[config.mk]
export PLATFORM = sky130hd
export DESIGN_NAME = sifive_insight_tl_d_user_capture
export DESIGN_NICKNAME = d
export VERILOG_FILES = /design/src/rtl/sifive_insight_tl_d_user_capture.sv
export SDC_FILE = /design/constraint.sdc
export NUM_CORES = 1
export LEC_CHECK = 0
export BUFFER_PORTS_ARGS = -buffer_cell sky130_fd_sc_hd__buf_2
export CAP_MARGIN = 20
export CORE_MARGIN = 3
export CORE_UTILIZATION = 35
export CTS_BUF_LIST = sky130_fd_sc_hd__clkbuf_2
export DETAILED_ROUTE_END_ITERATION = 16
export GPL_TIMING_DRIVEN = 1
export HOLD_SLACK_MARGIN = 0.02
export PLACE_DENSITY_LB_ADDON = 0.25
export SLEW_MARGIN = 20
export SYNTH_ARGS = -nofsm -noshare
export SYNTH_HDL_FRONTEND = slang
export SYNTH_SLANG_ARGS = --single-unit
[constraint.sdc]
create_clock -name clock -period 5.52 [get_ports clock]
set_input_delay 1.104 -clock clock [delete_from_list [all_inputs] [get_ports clock]]
set_output_delay 1.104 -clock clock [all_outputs]
set_load 0.1 [all_outputs]
[src/rtl/sifive_insight_tl_d_user_capture.sv]
`default_nettype none
// ============================================================================
// Module   : sifive_insight_tl_d_user_capture
// Brief    : Passive TileLink D-channel monitor; one FIFO record per completed
//            D message (user first/OR, beats, flags). Optional drop counter
//            enabled by macro SIFIVE_INSIGHT_DUSER_DROPCNT_EN.
// Revision : 1.0 - initial release
// ============================================================================
module sifive_insight_tl_d_user_capture #(
    parameter int USER_W          = 8,
    parameter int SOURCE_W        = 4,
    parameter int SIZE_W          = 4,
    parameter int BEAT_BYTES_LOG2 = 3,
    parameter int MAX_BEATS_LOG2  = 3,
    parameter int DEPTH           = 4
) (
    input  logic                         clock,
    input  logic                         reset_n,
    input  logic                         d_valid,
    input  logic                         d_ready,
    input  logic [2:0]                   d_opcode,
    input  logic [SIZE_W-1:0]            d_size,
    input  logic [SOURCE_W-1:0]          d_source,
    input  logic [USER_W-1:0]            d_user,
    input  logic                         d_denied,
    input  logic                         d_corrupt,
    output logic                         rec_valid,
    input  logic                         rec_ready,
    output logic [SOURCE_W-1:0]          rec_source,
    output logic [2:0]                   rec_opcode,
    output logic [USER_W-1:0]            rec_user_first,
    output logic [USER_W-1:0]            rec_user_or,
    output logic [MAX_BEATS_LOG2:0]      rec_beats,
    output logic                         rec_denied,
    output logic                         rec_corrupt,
    output logic [$clog2(DEPTH+1)-1:0]   level,
    output logic                         overflow,
`ifdef SIFIVE_INSIGHT_DUSER_DROPCNT_EN
    output logic [15:0]                  drop_count,
`endif
    input  logic                         clear_overflow
);

    localparam int c_BW    = MAX_BEATS_LOG2 + 1;
    localparam int c_PW    = $clog2(DEPTH);
    localparam int c_LW    = $clog2(DEPTH + 1);
    localparam int c_REC_W = SOURCE_W + 3 + 2 * USER_W + c_BW + 2;
    localparam logic [c_BW-1:0]   c_MAX_BEATS = c_BW'(2 ** MAX_BEATS_LOG2);
    localparam logic [SIZE_W-1:0] c_BBL2      = SIZE_W'(BEAT_BYTES_LOG2);
    localparam logic [SIZE_W-1:0] c_MBL2      = SIZE_W'(MAX_BEATS_LOG2);

    typedef enum logic [0:0] {
        IDLE  = 1'b0,
        BURST = 1'b1
    } state_t;

    state_t                r_state;
    logic [SOURCE_W-1:0]   r_src;
    logic [2:0]            r_op;
    logic [USER_W-1:0]     r_uf;
    logic [USER_W-1:0]     r_uor;
    logic [c_BW-1:0]       r_beats;
    logic [c_BW-1:0]       r_exp;
    logic                  r_den;
    logic                  r_cor;

    logic [c_REC_W-1:0]    r_mem [DEPTH];
    logic [c_PW-1:0]       r_wptr;
    logic [c_PW-1:0]       r_rptr;
    logic [c_LW-1:0]       r_count;
    logic                  r_overflow;

    logic                  w_fire;
    logic                  w_is_data;
    logic [SIZE_W-1:0]     w_shift;
    logic [c_BW-1:0]       w_exp;
    logic                  w_push;
    logic [SOURCE_W-1:0]   w_src;
    logic [2:0]            w_op;
    logic [USER_W-1:0]     w_uf;
    logic [USER_W-1:0]     w_uor;
    logic [c_BW-1:0]       w_beats;
    logic                  w_den;
    logic                  w_cor;
    logic                  w_pop;
    logic                  w_full;
    logic                  w_wr;
    logic                  w_drop;

    assign w_fire    = d_valid & d_ready;
    assign w_is_data = (d_opcode == 3'd1) || (d_opcode == 3'd5);
    assign w_shift   = d_size - c_BBL2;

    // Beats expected for a message starting with the current beat
    always_comb begin
        w_exp = c_BW'(1);
        if (w_is_data && (d_size > c_BBL2)) begin
            if (w_shift >= c_MBL2) begin
                w_exp = c_MAX_BEATS;
            end else begin
                w_exp = c_BW'(1) << w_shift;
            end
        end
    end

    // Record as it would stand after the current beat is folded in
    always_comb begin
        w_src   = d_source;
        w_op    = d_opcode;
        w_uf    = d_user;
        w_uor   = d_user;
        w_beats = c_BW'(1);
        w_den   = d_denied;
        w_cor   = d_corrupt;
        w_push  = w_fire && (w_exp == c_BW'(1));
        if (r_state == BURST) begin
            w_src   = r_src;
            w_op    = r_op;
            w_uf    = r_uf;
            w_uor   = r_uor | d_user;
            w_beats = r_beats + c_BW'(1);
            w_den   = r_den | d_denied;
            w_cor   = r_cor | d_corrupt;
            w_push  = w_fire && ((r_beats + c_BW'(1)) == r_exp);
        end
    end

    always_ff @(posedge clock or negedge reset_n) begin
        if (!reset_n) begin
            r_state <= IDLE;
            r_src   <= '0;
            r_op    <= '0;
            r_uf    <= '0;
            r_uor   <= '0;
            r_beats <= '0;
            r_exp   <= '0;
            r_den   <= 1'b0;
            r_cor   <= 1'b0;
        end else if (w_fire) begin
            r_src   <= w_src;
            r_op    <= w_op;
            r_uf    <= w_uf;
            r_uor   <= w_uor;
            r_beats <= w_beats;
            r_den   <= w_den;
            r_cor   <= w_cor;
            if (r_state == IDLE) begin
                r_exp   <= w_exp;
                r_state <= w_push ? IDLE : BURST;
            end else if (w_push) begin
                r_state <= IDLE;
            end
        end
    end

    assign rec_valid = (r_count != '0);
    assign w_pop     = rec_valid & rec_ready;
    assign w_full    = (r_count == c_LW'(DEPTH));
    assign w_wr      = w_push & (~w_full | w_pop);
    assign w_drop    = w_push & w_full & ~w_pop;

    always_ff @(posedge clock or negedge reset_n) begin
        if (!reset_n) begin
            for (int i = 0; i < DEPTH; i++) begin
                r_mem[i] <= '0;
            end
        end else if (w_wr) begin
            r_mem[r_wptr] <= {w_src, w_op, w_uf, w_uor, w_beats, w_den, w_cor};
        end
    end

    always_ff @(posedge clock or negedge reset_n) begin
        if (!reset_n) begin
            r_wptr     <= '0;
            r_rptr     <= '0;
            r_count    <= '0;
            r_overflow <= 1'b0;
        end else begin
            if (w_wr) begin
                r_wptr <= r_wptr + c_PW'(1);
            end
            if (w_pop) begin
                r_rptr <= r_rptr + c_PW'(1);
            end
            if (w_wr && !w_pop) begin
                r_count <= r_count + c_LW'(1);
            end else if (w_pop && !w_wr) begin
                r_count <= r_count - c_LW'(1);
            end
            // A drop in the same cycle as a clear keeps the flag set
            if (w_drop) begin
                r_overflow <= 1'b1;
            end else if (clear_overflow) begin
                r_overflow <= 1'b0;
            end
        end
    end

    assign {rec_source, rec_opcode, rec_user_first, rec_user_or,
            rec_beats, rec_denied, rec_corrupt} = r_mem[r_rptr];
    assign level    = r_count;
    assign overflow = r_overflow;

`ifdef SIFIVE_INSIGHT_DUSER_DROPCNT_EN
    logic [15:0] r_drop_count;

    always_ff @(posedge clock or negedge reset_n) begin
        if (!reset_n) begin
            r_drop_count <= '0;
        end else if (w_drop) begin
            if (clear_overflow) begin
                r_drop_count <= 16'd1;
            end else if (r_drop_count != 16'hFFFF) begin
                r_drop_count <= r_drop_count + 16'd1;
            end
        end else if (clear_overflow) begin
            r_drop_count <= '0;
        end
    end

    assign drop_count = r_drop_count;
`endif

endmodule
`default_nettype wire

### After elaboration in Yosys (flattened, before gate mapping)

Index checks and enable logic that the tools add are counted.

* output and inout port bits: 34
* word-level logic and storage cells: 82
* latch bits: 0
* bits in writable memories: 0
* flip-flop bits (word level): 158
* bits of input ports: 27
* memory bits (read-only): 0
* memories: 0

* bitwise gates (word level): 14
* $add $sub $neg: 6
* multiply operators: 0
* reduce and logical (&&, ||, !) cells: 13
* order comparisons: 5
* multiplexer cells: 21
* shift-type cells: 1
* divide/modulo/power cells: 0
* equality and inequality tests: 5

Operators by type and width (number)
* $bwmux 116: 1
* $mux 29: 3
* $bmux 29 s2: 1
* $demux 29 s2: 1
* $mux 4: 4
* $mux 8: 2
* $mux 3: 3
* $or 8x8->8: 1
* $eq 3x3->1 const B: 2
* $ge 3x3->1 const B: 2
* $logic_and 1x1->1: 6
* $mux 1: 6
* $not 2->3: 2
* $and 1x1->1: 5
* $add 2x1->2 const B: 2
* $add 4x1->4 const B: 1
* $eq 4x1->1 const B: 1
* $eq 4x4->1: 1
* $ge 4x2->1 const B: 1
* $gt 4x2->1 const B: 1
* $reduce_bool 2->1: 2
* $shl 1x4->4 const A: 1
* $sub 4x2->4 const B: 1
* $add 3x1->3 const B: 1
* 9 further kinds: 14

### Logic depth before layout (Yosys ltp)

* word-level depth: 12
* depth in mapped cells: 12
* gate-level depth less buffers: 12

### Worst setup path before layout

No wires, ideal clock.

* path kind: input to register
* start: input d_size[0]
* end: register r_count[2] (netlist: level[2])
* cell stages on the path: 12
* library setup time: 0.162 ns
* data arrival time: 3.412 ns
* path buffers: 0
* path slack: 1.946 ns
* data required time: 5.358 ns
* cells stage by stage: inv_1 > ha_1 > or4b_1 > o2111ai_2 > o21ai_2 > a21boi_2 > ha_1 > inv_1 > fa_1 > xor2_1 > nor2_1 > xor2_1

* word-level cells in the longest chain between the ends: 11

RTL lines
* start, declared: RTL line 22 `input logic [SIZE_W-1:0] d_size,`
* $sub 4x2->4: RTL line 92 `assign w_shift = d_size - c_BBL2;`
* $ge 4x2->1 or $shl 1x4->4 (tied branches): RTL line 98, 101
* $mux 4: RTL line 98 `if (w_shift >= c_MBL2) begin`
* $mux 4 (*): RTL line 97 `if (w_is_data && (d_size > c_BBL2)) begin`
* $eq 4x1->1 (*): RTL line 115 `w_push = w_fire && (w_exp == c_BW'(1));`
* $logic_and 1x1->1 (*): RTL line 115
* $mux 1 (*): RTL line 116 `if (r_state == BURST) begin`
* $and 1x1->1 (*): RTL line 159 `assign w_wr = w_push & (~w_full | w_pop);`
* via w_wr: RTL line 87 `logic w_wr;`
* $logic_not 1->1: RTL line 187 `end else if (w_pop && !w_wr) begin`
* $logic_and 1x1->1: RTL line 187
* $reduce_bool 2->1 (no source line)
* end signal, assigned: RTL line 186 `r_count <= r_count + c_LW'(1);`
* end signal, assigned: RTL line 188 `r_count <= r_count - c_LW'(1);`
* end, declared: RTL line 70 `logic [c_LW-1:0] r_count;`

The timed path passes the listed nets; every way through them passes the cells marked *.
A chain may end at the register's enable or synchronous reset.

### Worst setup path after layout

* start: register r_rptr[0]
* end: output rec_opcode[0]

* word-level cells in the longest chain between the ends: 4

RTL lines
* start, declared: RTL line 69 `logic [c_PW-1:0] r_rptr;`
* start signal, assigned: RTL line 183 `r_rptr <= r_rptr + c_PW'(1);`
* $not 2->3 (implied by the code): RTL line 200 `rec_beats, rec_denied, rec_corrupt} = r_mem[r_rptr];`
* $bmux 29 s2: RTL line 200
* $mux 29 (implied by the code) (2 in a row): RTL line 200
* end, declared: RTL line 30 `output logic [2:0] rec_opcode,`

Every way passes these cells. The select of a mux whose other input is x is not followed.

==> impl_metrics.toml <==
[clock_network]
cts_hold_buffers = 0
cts_tree = "done"
clk_latency_ps = 730
cts.reportedPaths.clkPinSlew_ps = 220
postCtsSetupRepairBufs = 0
cts_buffers = 17
cts-root-buf = "clkbuf_2"
htreeDepth = 4
cts.path.max_buffers = 2
cts.sink_count = 158
cts_resized = 0

[grt]
grt_max_degree = 116
grt_usage_pct = 17.5
grt_pass1_vias = 5337
antenna_found_initial = 1
grt_overflow = 0
grt_pass1_wl_microns = 30000

[floorplanning]
ioPinCount = 61
rows = 51
fp.dieW_microns = 150
core_sq_um = 19900
dieArea_sq_um = 22400
start_util_pct = 36.3
die_h_microns = 150

[critical_path]
cp_cell_sequence = "buf_4 -> mux4_2 -> buf_2"
reg2reg_slack_ps = 2460
cp_slowest_cell = "dfrtp_2"
critPathArrivalTime_ps = 2940
worstSetupEndpointType = "output port"
worst_setup_path_start_kind = "register"
cp.required_ps = 4420
crit_path_max_incr_delay_ps = 860
path_class = "register to output port"
path_max_fanout = 18

[synthesis]
synth_top_area_share_pct = 54.7
ys_warn_count = 0
synthCells = 568
synth_nets = 604
synth-edff-count = 0
synth_top_area_cell = "dfrtp_1"
synth_seq_cells = 158
synth.avg_cell_area_sq_um = 12.7
synth-async-reset-ratio_pct = 100
synth-main-ff-cell = "dfrtp_1"
synth_area_sq_um = 7230
ys_types = 52
seq_area_frac_synth_pct = 54.7
synth.area.top_cells = "dfrtp_1 (55%), o22a_1 (13%), mux4_2 (9.0%)"

[detailed_routing]
drt_first_pass_iters = 5
wl_per_cell_microns = 20.9
ant_nets = 0
vias = 4994
viasPerCell = 5.60
drt_iter0_drc = 390
drc_errors = 0
routed_wl_microns = 18700

[timing]
drv_slew = 0
setup_viol = 0
finalCritPeriodShare_pct = 73.2
relSlewSlack_pct = 25.4
period_needed_ps = 4040
hold_viol_final = 0
tns_ps = 0
rsz0062_at_grt = "false"
fmax_mhz = 247
fin_skew_ps = 31.0
worst_pin_slew_ps = 1120

[cells_and_area]
final_cell_mix = "dfrtp_1 (156), o22a_1 (104), nand2_1 (86)"
final_cells = 892
syn_to_final_growth_pct = 10.7
fin_nets = 649
layout-drive-gt1-share_pct = 23.3
fillers = 1937
final_util_pct = 40.2
final_common_cell = "dfrtp_1"

[placement]
port_buffers = 60
dp_cells = 858
dp_hpwl_microns = 11400
place.gp.congestion = 0.799

[min_path]
hold_class = "primary input to asynchronous set/reset pin"

[flow_run]
cap_violations = 0

[run_status]
status = "finished, final reports clean"
[final timing paths]
kind / start / to / depth (start not counted)
max: r_rptr[0]$_DFFE_PN0P_ / rec_opcode[0] / 3
min: reset_n / r_mem[114]$_DFFE_PN0P_ / 1
max reg2reg: r_beats[0]$_DFFE_PN0P_ / level[2]$_DFFE_PN0P_ / 11
min reg2reg: r_uf[6]$_DFFE_PN0P_ / r_uf[6]$_DFFE_PN0P_ / 2
max in group asynchronous: reset_n / r_mem[92]$_DFFE_PN0P_ / 2
min in group clock: r_uf[6]$_DFFE_PN0P_ / r_uf[6]$_DFFE_PN0P_ / 2
[state kept, by name, summed over array words and instances, names as in the netlist]
| signal | count |
|---|---|
| level | 3 |
| overflow | 1 |
| r_beats | 4 |
| r_cor | 1 |
| r_den | 1 |
| r_exp | 4 |
| r_mem | 116 |
| r_op | 3 |
| r_rptr | 2 |
| r_src | 4 |
| r_state | 1 |
| r_uf | 8 |
| r_uor | 8 |
| r_wptr | 2 |
[layout make-up]
cell class                      count  area (sq um)  share of cell area (%)
Sequential cell                   158          3960                    49.4
Inverter                           19          71.3                   0.891
Tap cell                          265           332                    4.14
Timing Repair Buffer               67           369                    4.61
Antenna cell                        1          2.50                  0.0313
Multi-Input combinational cell    350          3010                    37.5
Clock inverter                     15           185                    2.31
Clock buffer                       17          85.1                    1.06
[stage by stage]
stage                     hold WS, ps  worst slack [ps]  cell area, sq um
final                             468              1480              8010
after global routing              424              1250              8010
after CTS                         429              1340              7990
after detailed placement          462              1530              7720
after global placement            457              1620              7720
after floorplan                   445              1950              7230
[critical path, delay by kind of cell, from the launching register on]
| kind | cells | cell delay, ps |
|---|---|---|
| buffers and inverters | 2 | 750 |
| DFF | 1 | 860 |
| muxes | 1 | 600 |
[synthesized netlist by cell type (2+ instances only)]
library cell and n:
nand2_1 86, or2_2 2, dfrtp_1 158, o31ai_1 2, xnor2_1 5, mux2i_1 14
o21ai_0 4, o21ai_2 2, nor2_1 4, nand2b_1 2, o22ai_1 10, clkbuf_1 16
a21oi_2 4, nor3_1 2, o21ai_1 4, buf_2 14, xor2_1 5, o21a_1 2
nand3_1 10, inv_1 19, o21ai_4 3, buf_4 2, ha_1 8, or4b_1 2
a21o_1 2, mux4_2 29, buf_6 8, a21oi_1 11, o22a_1 104, a22o_1 12
[layer usage]
metal,track usage [%],routed length (microns),up-vias
li1,-,-,2211
met1,24.9,8600,2603
met2,27.1,8730,155
met3,3.63,1020,25
met4,5.86,322,0
met5,0,0,-
[kinds of logic after synthesis]
logic type | Yosys count | share of synthesized area (%)
buf+inv | 60 | 4.29
compound gates | 167 | 19.3
flops | 158 | 54.7
mux | 44 | 11.1
xor+xnor | 12 | 1.85
fa+ha+maj | 9 | 1.66
simple gates | 118 | 7.11
Power is not shown: default switching activity piles up to over one toggle a cycle in this logic, so the estimate is an artifact.
